===== src/rtl/disp_share_arbiter.sv =====
// disp_share_arbiter: shares one 4-digit seven-segment display driver between N_REQ requesters.
// Round-robin arbitration with a minimum ownership time and a blanking gap between owners.
//
// Optional feature: define DISP_ARB_LOCK_EN to add I_lock. While I_lock is high in OWN,
// preemption by other requesters is suppressed. Release on request drop still applies.
//
// Ports:
//   I_sys_clk        system clock
//   I_rst_n          asynchronous active-low reset
//   I_req            per-requester level request
//   I_disp_data_bus  requester k's 4 hex digits in bits [16k+15:16k]
//   I_lock           (DISP_ARB_LOCK_EN only) pin the current owner
//   O_gnt            registered one-hot grant
//   O_owner          index of the current or last owner
//   O_disp_en        display driver enable (high in OWN)
//   O_disp_data      registered display data
//   O_busy           high in OWN or BLANK
module disp_share_arbiter #(
   parameter int unsigned N_REQ        = 4,
   parameter int unsigned IDX_W        = 2,
   parameter int unsigned HOLD_W       = 24,
   parameter int unsigned MIN_HOLD     = 24'd5_000_000,
   parameter int unsigned BLANK_CYCLES = 24'd250_000
) (
   input  logic                 I_sys_clk,
   input  logic                 I_rst_n,
   input  logic [N_REQ-1:0]     I_req,
   input  logic [16*N_REQ-1:0]  I_disp_data_bus,
`ifdef DISP_ARB_LOCK_EN
   input  logic                 I_lock,
`endif
   output logic [N_REQ-1:0]     O_gnt,
   output logic [IDX_W-1:0]     O_owner,
   output logic                 O_disp_en,
   output logic [15:0]          O_disp_data,
   output logic                 O_busy
);

   // Configuration sanity, evaluated at elaboration.
   if (N_REQ < 2 || N_REQ > 8) begin : g_bad_n_req
      $error("disp_share_arbiter: N_REQ must be in 2..8");
   end
   if (IDX_W != $clog2(N_REQ)) begin : g_bad_idx_w
      $error("disp_share_arbiter: IDX_W must equal clog2(N_REQ)");
   end
   if (MIN_HOLD < 1 || 64'(MIN_HOLD) >= (64'd1 << HOLD_W)) begin : g_bad_min_hold
      $error("disp_share_arbiter: MIN_HOLD must be >= 1 and fit in HOLD_W bits");
   end
   if (BLANK_CYCLES < 1 || 64'(BLANK_CYCLES) >= (64'd1 << HOLD_W)) begin : g_bad_blank
      $error("disp_share_arbiter: BLANK_CYCLES must be >= 1 and fit in HOLD_W bits");
   end

   localparam logic [HOLD_W-1:0] MinHold   = HOLD_W'(MIN_HOLD);
   localparam logic [HOLD_W-1:0] BlankLast = HOLD_W'(BLANK_CYCLES - 1);

   typedef enum logic [1:0] {StIdle, StOwn, StBlank} state_e;

   state_e              state_q, state_d;
   logic [N_REQ-1:0]    gnt_q, gnt_d;
   logic [IDX_W-1:0]    owner_q, owner_d;
   logic [HOLD_W-1:0]   hold_q, hold_d;
   logic [HOLD_W-1:0]   blank_q, blank_d;
   logic [15:0]         data_q, data_d;

   logic [15:0]         slice [N_REQ];
   logic [IDX_W-1:0]    winner;
   logic                found;
   logic                lock_off;
   logic                release_req;
   logic                preempt;

   for (genvar k = 0; k < N_REQ; k++) begin : g_slice
      assign slice[k] = I_disp_data_bus[16*k +: 16];
   end

`ifdef DISP_ARB_LOCK_EN
   assign lock_off = ~I_lock;
`else
   assign lock_off = 1'b1;
`endif

   // Round-robin search starting just after the last owner; the last owner itself is
   // visited last, so a preempted owner only wins when nobody else is asking.
   always_comb begin
      winner = owner_q;
      found  = 1'b0;
      for (int unsigned k = 1; k <= N_REQ; k++) begin
         logic [IDX_W-1:0] cand;
         cand = IDX_W'((32'(owner_q) + k) % N_REQ);
         if (!found && I_req[cand]) begin
            winner = cand;
            found  = 1'b1;
         end
      end
   end

   assign release_req = ~I_req[owner_q];
   // gnt_q is the owner's one-hot in OWN, so masking it leaves only the competitors.
   assign preempt     = (hold_q == MinHold) && (|(I_req & ~gnt_q)) && lock_off;

   always_comb begin
      state_d = state_q;
      gnt_d   = gnt_q;
      owner_d = owner_q;
      hold_d  = hold_q;
      blank_d = blank_q;
      data_d  = data_q;
      case (state_q)
         StIdle: begin
            if (|I_req) begin
               state_d        = StOwn;
               gnt_d          = '0;
               gnt_d[winner]  = 1'b1;
               owner_d        = winner;
               hold_d         = '0;
            end
         end
         StOwn: begin
            data_d = slice[owner_q];
            if (release_req || preempt) begin
               state_d = StBlank;
               gnt_d   = '0;
               data_d  = '0;
               blank_d = '0;
            end else if (hold_q != MinHold) begin
               hold_d = hold_q + HOLD_W'(1);
            end
         end
         StBlank: begin
            if (blank_q == BlankLast) begin
               state_d = StIdle;
            end else begin
               blank_d = blank_q + HOLD_W'(1);
            end
         end
         default: begin
            state_d = StIdle;
            gnt_d   = '0;
            data_d  = '0;
         end
      endcase
   end

   always_ff @(posedge I_sys_clk or negedge I_rst_n) begin
      if (!I_rst_n) begin
         state_q <= StIdle;
         gnt_q   <= '0;
         owner_q <= IDX_W'(N_REQ - 1);
         hold_q  <= '0;
         blank_q <= '0;
         data_q  <= '0;
      end else begin
         state_q <= state_d;
         gnt_q   <= gnt_d;
         owner_q <= owner_d;
         hold_q  <= hold_d;
         blank_q <= blank_d;
         data_q  <= data_d;
      end
   end

   assign O_gnt       = gnt_q;
   assign O_owner     = owner_q;
   assign O_disp_en   = (state_q == StOwn);
   assign O_disp_data = data_q;
   assign O_busy      = (state_q != StIdle);

endmodule


===== config.mk =====
export PLATFORM = sky130hd
export DESIGN_NAME = disp_share_arbiter
export DESIGN_NICKNAME = d
export VERILOG_FILES = /design/src/rtl/disp_share_arbiter.sv
export SDC_FILE = /design/constraint.sdc
export NUM_CORES = 1
export LEC_CHECK = 0
export ABC_AREA = 1
export CORE_MARGIN = 3
export CORE_UTILIZATION = 50
export CTS_BUF_LIST = sky130_fd_sc_hd__clkbuf_4 sky130_fd_sc_hd__clkbuf_8 sky130_fd_sc_hd__clkbuf_16
export CTS_CLUSTER_DIAMETER = 80
export CTS_CLUSTER_SIZE = 25
export DETAILED_ROUTE_END_ITERATION = 8
export PLACE_DENSITY = 0.79
export SLEW_MARGIN = 20
export SYNTH_ARGS = -nofsm -noshare
export SYNTH_HDL_FRONTEND = slang
export SYNTH_SLANG_ARGS = --single-unit
export TNS_END_PERCENT = 100

===== constraint.sdc =====
create_clock -name I_sys_clk -period 3.3 [get_ports I_sys_clk]
set_clock_uncertainty 0.15 [all_clocks]
set_input_delay 0.66 -clock I_sys_clk [delete_from_list [all_inputs] [get_ports I_sys_clk]]
set_output_delay 0.66 -clock I_sys_clk [all_outputs]
set_load 0.01 [all_outputs]

==> results of run 1 <==
-- critical path, cell delays in order (launching register included) --
cell and delay [ps]:
sky130_fd_sc_hd__dfstp_2 540, sky130_fd_sc_hd__buf_4 380, sky130_fd_sc_hd__clkdlybuf4s50_1 620
-- cell families after synthesis --
| family | synth area share [%] |
|---|---|
| and+or+nand+nor | 43.1 |
| buffers and inverters | 7.85 |
| AOI/OAI and AO/OA | 9.25 |
| DFF | 35.5 |
| xor gates and xnor gates | 3.62 |
| adders and majority gates | 0.738 |
-- per-layer routing --
metal  vias to the layer above  GRT usage, %  routed length, microns
met2                       151          44.6                    6990
li1                       2645             -                       -
met1                      2486          32.1                    5920
met3                        32          5.48                     784
met4                         0          7.21                     334
met5                         -             0                       0
-- report_power, final --
group | leakage, nW | switching, mW | total (mW) | internal, mW
sequential | 0.843 | 0 | 0.882 | 0.882
combinational | 1.95 | 0.0530 | 0.142 | 0.0893
clock | 0.0955 | 0.339 | 0.693 | 0.354
-- cell type report --
type | instances | area, sq um
fillers | 923 | 3580
clock buffers | 10 | 131
repair buffers | 97 | 958
clock inverters | 6 | 60.1
flip-flops and latches | 72 | 1800
inverters | 63 | 236
well taps | 133 | 166
multi-input cells | 615 | 2880
-- cells in the mapped netlist, drive strengths merged --
master	count
nand2	313
nor2	105
nand3	76
dfrtp	70
inv	62
o21ai	36
a21oi	23
buf	18
a32o	16
xor2	15
nand4	12
clkbuf	7
xnor2	6
nor3	4
ha	3
dfstp	2
nand3b	2
clkinv	1
nor3b	1
o21bai	1
o31ai	1
or2	1
-- state kept, by name, indices dropped and copies added, names as in the netlist --
register,cells
blank_q,24
hold_q,24
O_disp_data,16
O_gnt,4
O_owner,2
state_q,2
-- worst paths after layout --
check	cells past startpoint	endpoint	slack, ps	startpoint
min	1	O_gnt[2]	280	I_rst_n
min reg2reg	2	O_disp_data[0]	340	O_disp_data[0]
max reg2reg	10	O_gnt[3]	990	O_owner[1]
max	2	O_owner[0]	590	O_owner[0]
max in group asynchronous	1	blank_q[4]	2100	I_rst_n
min in group I_sys_clk	2	O_disp_data[0]	340	O_disp_data[0]
-- metrics by stage --
step	total power, mW	worst slack (ps)	cells	utilization [%]
floorplan	0.934	1420	775	-
detailed placement	1.04	642	980	61.6
finish	1.72	591	996	63.6
CTS	1.73	588	996	63.6
global placement	1.04	691	980	61.6
global route	1.78	526	996	63.6
==> key figures, run 1 <==
Run status
  • Status: completed

STA
  • Final worst hold slack: 277 ps
  • Slew Limit Headroom: 38.6%
  • Unrepaired setup endpoints after global routing: false
  • Setup-failing EPs final: 0
  • Fin crit share: 82.1%
  • Final Max Tran Viols: 0
  • Minimum clock period: 2710 ps
  • Slew at the pin closest to its max-slew limit: 920 ps
  • Number of endpoints with negative hold slack in the final report: 0
  • TNS Setup: 0 ps
  • Fmax: 369 MHz

Clock tree
  • CTS tree: yes
  • H-Tree Level Count: 3
  • Number of clock sinks: 72
  • Clock Root Buffer: sky130_fd_sc_hd__clkbuf_8
  • Post-CTS setup buffer count: 0
  • CTS clock-pin slew for the worst setup and hold paths: 80 ps
  • CTS Hold Buffers Added: 0
  • Buffer levels on the longest clock path: 2
  • CTS buffer count: 9
  • Count of instances resized after the clock tree is built: 0
  • Clock latency on the worst-skew pair: 340 ps

Routing
  • Via count: 5314
  • Detailed-route wire length per cell: 14.1 microns
  • First DRT Iteration DRCs: 281
  • DRC Markers: 0
  • Routed Wire Length: 14.0 mm
  • Length of the first detailed-routing pass in iterations: 5
  • Count of antenna-violating nets left after detailed routing: 0
  • Ratio of routed vias to standard cells: 5.34

Logic synthesis
  • Post-synthesis net count: 848
  • Synth Area per Inst: 6.56 sq um
  • Share of Yosys cell area claimed by the top area cell type: 34.4%
  • Gate count of the mapped netlist: 775
  • Yosys top cell by area: sky130_fd_sc_hd__dfrtp_1
  • Register bit total from synthesis: 72
  • Count of different cell masters after synthesis: 33
  • Post-Syn Area: 0.00509 sq mm
  • Synthesis Warnings: 0
  • Portion of the post-synthesis area used by sequential elements: 35.5%
  • Largest cells by area after synthesis: sky130_fd_sc_hd__dfrtp_1 34%, sky130_fd_sc_hd__nand2_1 22%, sky130_fd_sc_hd__nor2_1 7.5%, sky130_fd_sc_hd__nand3_1 6.4%, sky130_fd_sc_hd__inv_1 4.2%

Placed design
  • Buffers added on ports: 93
  • Final estimated routing congestion in global placement: 0.941
  • HPWL Detailed: 10.6 mm
  • Placement Cell Area: 0.00605 sq mm

Setup path
  • Data arrival time of the critical path: 1900 ps
  • Critical path launch point type: register
  • Critical Path RT: 2490 ps
  • Critical path class: register to output pin
  • Worst setup EP type: output pin
  • Top fanout value on the critical path: 43

Global route
  • Overall fraction of global-route tracks in use: 25.6%
  • First-pass GRT wire length: 24.0 mm
  • Antenna violations before repair: 0
  • Grt total ovfl: 0
  • Number of global-route vias before repair: 5173
  • Pin count of the biggest net entering global routing: 73

Final layout
  • Non-Filler Cell Area, Final: 0.00624 sq mm
  • Antenna diodes: 0
  • Synth-to-layout area growth: 22.7%
  • Layout net count: 931
  • Leading cell type in the layout, fill and taps excluded: sky130_fd_sc_hd__nand2_1
  • Fraction of final layout cells with drive strength greater than 1: 6.14%
  • Commonest cells after routing, fill and taps aside: 303 x sky130_fd_sc_hd__nand2_1, 101 x sky130_fd_sc_hd__nor2_1, 92 x sky130_fd_sc_hd__clkdlybuf4s50_1, 70 x sky130_fd_sc_hd__dfrtp_1, 65 x sky130_fd_sc_hd__nand3_1

Floorplan
  • Initial standard-cell utilization of the core: 51.8%
  • Overall die area: 0.0114 sq mm
  • Die width: 107 microns
  • Number of core rows: 36
  • IO Pins: 94
  • Core outline area: 0.00982 sq mm
  • Die height: 107 microns

Power
  • Leakage power summed over all cells: 2.89 nW
  • Worst IR Drop VDD: 328 uV
  • Total power divided by cell area: 275 mW/mm^2

Worst hold path
  • Class of the tightest hold or removal check: input port to async pin

Job
  • Max-cap check violation count: 0
Note: power is estimated with default switching activity, not from simulation.
==> run 2, diff against run 1 <==
==> constraint.sdc (replaced) <==
create_clock -name I_sys_clk -period 2.7 [get_ports I_sys_clk]
set_clock_uncertainty 0.15 [all_clocks]
set_input_delay 0.54 -clock I_sys_clk [delete_from_list [all_inputs] [get_ports I_sys_clk]]
set_output_delay 0.54 -clock I_sys_clk [all_outputs]
set_load 0.01 [all_outputs]
==> key figures, run 2 (synthesis results as in run 1) <==
Setup path
  • Sequence of cells on the critical path: inv_2 > nor2_8 > clkdlybuf4s50_1
  • Critical register-to-register path startpoint: O_owner[1]
  • Crit path capture: O_disp_en
  • Slack of the worst reg-to-reg path: 500 ps
  • Critical path class: register to output pin
  • CP peak stage delay: 570 ps
  • Data arrival time of the critical path: 1650 ps
  • Worst r2r dst: O_gnt[1]
  • Critical-path cell with the highest stage delay: sky130_fd_sc_hd__clkdlybuf4s50_1
  • Crit. Startpoint: state_q[0]
  • Cells on worst reg2reg path: 11
  • Critical Path RT: 2010 ps
  • Critical path launch point type: register
  • Worst setup EP type: output pin
  • Top fanout value on the critical path: 18

STA
  • Unrepaired setup endpoints after global routing: false
  • TNS Setup: 0 ps
  • Final worst hold slack: 142 ps
  • Slew at the pin closest to its max-slew limit: 910 ps
  • Number of endpoints with negative hold slack in the final report: 0
  • Fin crit share: 86.7%
  • Final Max Tran Viols: 0
  • Slew Limit Headroom: 39.4%
  • Fmax: 427 MHz
  • Minimum clock period: 2340 ps
  • Setup-failing EPs final: 0

Final layout
  • Commonest cells after routing, fill and taps aside: 303 x sky130_fd_sc_hd__nand2_1, 101 x sky130_fd_sc_hd__nor2_1, 92 x sky130_fd_sc_hd__clkdlybuf4s50_1, 70 x sky130_fd_sc_hd__dfrtp_1, 65 x sky130_fd_sc_hd__nand3_1
  • Antenna diodes: 0
  • Final Util: 63.5%
  • Layout net count: 933
  • Non-Filler Cell Area, Final: 0.00624 sq mm
  • Sequential cell area: 0.00180 sq mm
  • Area taken by multi-input logic gates: 0.00288 sq mm
  • Leading cell type in the layout, fill and taps excluded: sky130_fd_sc_hd__nand2_1
  • Synth-to-layout area growth: 22.6%
  • Fillers: 924
  • Fraction of final layout cells with drive strength greater than 1: 6.36%

Power
  • Total power divided by cell area: 323 mW/mm^2
  • Leakage power summed over all cells: 2.90 nW
  • Worst IR Drop VDD: 271 uV
  • Power consumption: 2.02 mW

Clock tree
  • Post-CTS setup buffer count: 0
  • CTS tree: yes
  • Number of clock sinks: 72
  • Clock Root Buffer: sky130_fd_sc_hd__clkbuf_8
  • H-Tree Level Count: 3
  • CTS clock-pin slew for the worst setup and hold paths: 80 ps
  • Clock latency on the worst-skew pair: 350 ps
  • Count of instances resized after the clock tree is built: 0
  • CTS buffer count: 9
  • Buffer levels on the longest clock path: 2
  • CTS Hold Buffers Added: 0

Job
  • Max-cap check violation count: 0

Global route
  • Pin count of the biggest net entering global routing: 73
  • First-pass GRT wire length: 23.8 mm
  • Overall fraction of global-route tracks in use: 25.5%
  • Grt total ovfl: 0
  • Antenna violations before repair: 0
  • Number of global-route vias before repair: 5042

Routing
  • DRC Markers: 0
  • Length of the first detailed-routing pass in iterations: 5
  • Routed Wire Length: 14.2 mm
  • Count of antenna-violating nets left after detailed routing: 0
  • Via count: 5314
  • Ratio of routed vias to standard cells: 5.32
  • First DRT Iteration DRCs: 403
  • Detailed-route wire length per cell: 14.2 microns

Floorplan
  • Overall die area: 0.0114 sq mm
  • IO Pins: 94
  • Core outline area: 0.00982 sq mm
  • Number of core rows: 36
  • Die height: 107 microns
  • Die width: 107 microns
  • Initial standard-cell utilization of the core: 51.8%

Worst hold path
  • Class of the tightest hold or removal check: input port to async pin

Placed design
  • Buffers added on ports: 93
  • Final estimated routing congestion in global placement: 0.939
  • HPWL Detailed: 10.7 mm
  • Placement Cell Area: 0.00606 sq mm

Run status
  • Status: completed
run 2: cell count changes in the layout (fill, tap and decap cells not counted):
cell / previous run / this run
sky130_fd_sc_hd__clkinvlp_4: 2 / 0
sky130_fd_sc_hd__bufinv_16: 1 / 0
sky130_fd_sc_hd__buf_4: 5 / 7
sky130_fd_sc_hd__clkinv_4: 0 / 1
sky130_fd_sc_hd__clkbuf_4: 1 / 4
sky130_fd_sc_hd__clkinv_2: 3 / 2
run 2: layout make-up:
type | count | area share (%)
Clock buffer | 13 | 2.47
Clock inverter | 3 | 0.301
Timing Repair Buffer | 99 | 15.6
Sequential cell | 72 | 28.9
Tap cell | 133 | 2.67
Inverter | 63 | 3.79
Multi-Input combinational cell | 615 | 46.2
run 2: critical path, delay by kind of cell, from the launching register on:
family | cells | cell delay, ps
AND/OR/NAND/NOR | 1 | 220
flip-flops | 1 | 360
buffers and inverters | 2 | 730
run 2: worst min-delay path by stage:
stage | startpoint | endpoint | slack, ps | cells after the start
3_5_place_dp | O_disp_data[2] | O_disp_data[2] | 320 | 2
5_1_grt | I_rst_n | hold_q[16] | 240 | 1
3_3_place_gp | O_disp_data[15] | O_disp_data[15] | 320 | 2
6_report | I_rst_n | O_gnt[3] | 140 | 1
4_1_cts | I_rst_n | O_gnt[3] | 190 | 1
2_1_floorplan | I_rst_n | O_disp_data[0] | 90 | 0
run 2: power breakdown:
group	total (mW)	internal (mW)	switching, mW
clock	0.762	0.374	0.388
combinational	0.175	0.109	0.0659
sequential	1.08	1.08	0
total	2.02	1.56	0.454
run 2: per-stage QoR:
stage	cells	worst slack (ps)
2_1_floorplan	775	818
3_3_place_gp	982	233
3_5_place_dp	982	153
4_1_cts	998	329
5_1_grt	998	274
6_report	998	360
run 2: routing by layer:
layer,global-route usage (%),up-vias,routed length (microns)
li1,-,2649,-
met1,32.3,2503,6070
met2,44.6,139,7280
met3,3.97,23,591
met4,8.04,0,244
met5,0,-,0
==> run 3, diff against run 2 <==
--- a/config.mk
+++ b/config.mk
@@ -6,6 +6,7 @@
 export NUM_CORES = 1
 export LEC_CHECK = 0
 export ABC_AREA = 1
+export CORE_ASPECT_RATIO = 0.9
 export CORE_MARGIN = 3
 export CORE_UTILIZATION = 50
 export CTS_BUF_LIST = sky130_fd_sc_hd__clkbuf_4 sky130_fd_sc_hd__clkbuf_8 sky130_fd_sc_hd__clkbuf_16
==> key figures, run 3 (synthesis results as in run 1) <==
Setup path
  • Worst setup EP type: output pin
  • Crit. Startpoint: state_q[0]
  • Data arrival time of the critical path: 1700 ps
  • Sum of buffers and inverters on the critical path: 2
  • Cells on worst reg2reg path: 12
  • Critical Path RT: 2010 ps
  • Critical register-to-register path startpoint: hold_q[0]
  • Sequence of cells on the critical path: inv_2 > nor2_8 > clkdlybuf4s50_1
  • Critical path launch point type: register
  • Top cell family by delay on the critical path: buffers and inverters
  • Critical-path cell with the highest stage delay: sky130_fd_sc_hd__clkdlybuf4s50_1
  • Critical path class: register to output pin
  • Top fanout value on the critical path: 18
  • Slack of the worst reg-to-reg path: 430 ps
  • Crit path capture: O_disp_en
  • CP peak stage delay: 600 ps
  • Worst r2r dst: hold_q[20]
  • Crit path depth: 3

Clock tree
  • CTS buffer count: 9
  • Count of instances resized after the clock tree is built: 0
  • Clock Root Buffer: sky130_fd_sc_hd__clkbuf_16
  • CTS clock-pin slew for the worst setup and hold paths: 60 ps
  • Clock latency on the worst-skew pair: 340 ps
  • CTS Hold Buffers Added: 0
  • Number of clock sinks: 72
  • CTS tree: yes
  • Post-CTS setup buffer count: 0
  • Buffer levels on the longest clock path: 2
  • H-Tree Level Count: 3

Routing
  • Routed Wire Length: 14.6 mm
  • Ratio of routed vias to standard cells: 5.40
  • DRC Markers: 0
  • Length of the first detailed-routing pass in iterations: 5
  • Count of antenna-violating nets left after detailed routing: 0
  • First DRT Iteration DRCs: 515
  • Detailed-route wire length per cell: 14.7 microns
  • Via count: 5354

Placed design
  • HPWL Detailed: 10.7 mm
  • Buffers added on ports: 93
  • Number of cells in the design after placement: 975
  • Placement Cell Area: 0.00606 sq mm
  • Final estimated routing congestion in global placement: 0.990

Floorplan
  • Core outline area: 0.00978 sq mm
  • Overall die area: 0.0114 sq mm
  • Initial standard-cell utilization of the core: 52.0%
  • Number of core rows: 34
  • Die height: 102 microns
  • Die width: 112 microns
  • IO Pins: 94

Final layout
  • Fraction of final layout cells with drive strength greater than 1: 6.36%
  • Commonest cells after routing, fill and taps aside: 303 x sky130_fd_sc_hd__nand2_1, 101 x sky130_fd_sc_hd__nor2_1, 92 x sky130_fd_sc_hd__clkdlybuf4s50_1, 70 x sky130_fd_sc_hd__dfrtp_1, 65 x sky130_fd_sc_hd__nand3_1
  • Non-Filler Cell Area, Final: 0.00636 sq mm
  • Final Instance Count excl. Fillers: 991
  • Layout net count: 933
  • Leading cell type in the layout, fill and taps excluded: sky130_fd_sc_hd__nand2_1
  • Fillers: 879
  • Antenna diodes: 0
  • Synth-to-layout area growth: 25.0%

Power
  • Total power divided by cell area: 388 mW/mm^2
  • Leakage power summed over all cells: 2.95 nW
  • Worst IR Drop VDD: 517 uV

Run status
  • Status: completed

Global route
  • Pin count of the biggest net entering global routing: 73
  • Overall fraction of global-route tracks in use: 26.1%
  • Number of global-route vias before repair: 5302
  • First-pass GRT wire length: 24.6 mm
  • Antenna violations before repair: 0
  • Grt total ovfl: 0

Job
  • Max-cap check violation count: 0

STA
  • Setup-failing EPs final: 0
  • Final Max Tran Viols: 0
  • TNS Setup: 0 ps
  • Number of endpoints with negative hold slack in the final report: 0
  • Fin crit share: 88.5%
  • Unrepaired setup endpoints after global routing: false
  • Fmax: 418 MHz
  • Final worst hold slack: 177 ps
  • Slew at the pin closest to its max-slew limit: 925 ps
  • Minimum clock period: 2390 ps
  • Slew Limit Headroom: 38.4%

Worst hold path
  • Class of the tightest hold or removal check: input port to async pin
## run 3: cell type report
class	count	area [sq um]	share of cell area [%]
clock inverters	5	56.3	0.885
inverters	63	236	3.72
flip-flops and latches	72	1800	28.4
repair buffers	99	973	15.3
clock buffers	11	246	3.88
multi-input cells	615	2880	45.4
well taps	126	158	2.48
## run 3: where the power goes
part | internal, mW | switching, mW
Sequential | 1.08 | 0
Combinational | 0.109 | 0.0645
Clock | 0.749 | 0.462
Total | 1.94 | 0.527
## run 3: per-layer routing
metal  routed length (microns)  vias to the layer above  GRT usage (%)
met2                      7420                      171           48.3
li1                          -                     2648              -
met4                       211                        0           6.28
met5                         0                        -              0
met3                       740                       25           5.68
met1                      6220                     2510           31.3
## run 3: metrics by stage
| step | setup WS (ps) | total power [mW] | utilization (%) |
|---|---|---|---|
| floorplan | 818 | 1.14 | - |
| global placement | 235 | 1.27 | 61.9 |
| detailed placement | 175 | 1.27 | 61.9 |
| CTS | 289 | 2.49 | 65.0 |
| global route | 219 | 2.55 | 65.0 |
| finish | 310 | 2.46 | 65.0 |
## run 3: how the worst min path moves through the flow
stage | cells after the start | slack [ps] | end | start
floorplan | 0 | 90 | O_disp_data[0] | I_rst_n
global placement | 2 | 320 | O_disp_data[10] | O_disp_data[10]
detailed placement | 2 | 320 | O_disp_data[10] | O_disp_data[10]
CTS | 1 | 220 | O_gnt[2] | I_rst_n
global route | 1 | 250 | O_gnt[0] | I_rst_n
finish | 1 | 180 | O_gnt[2] | I_rst_n
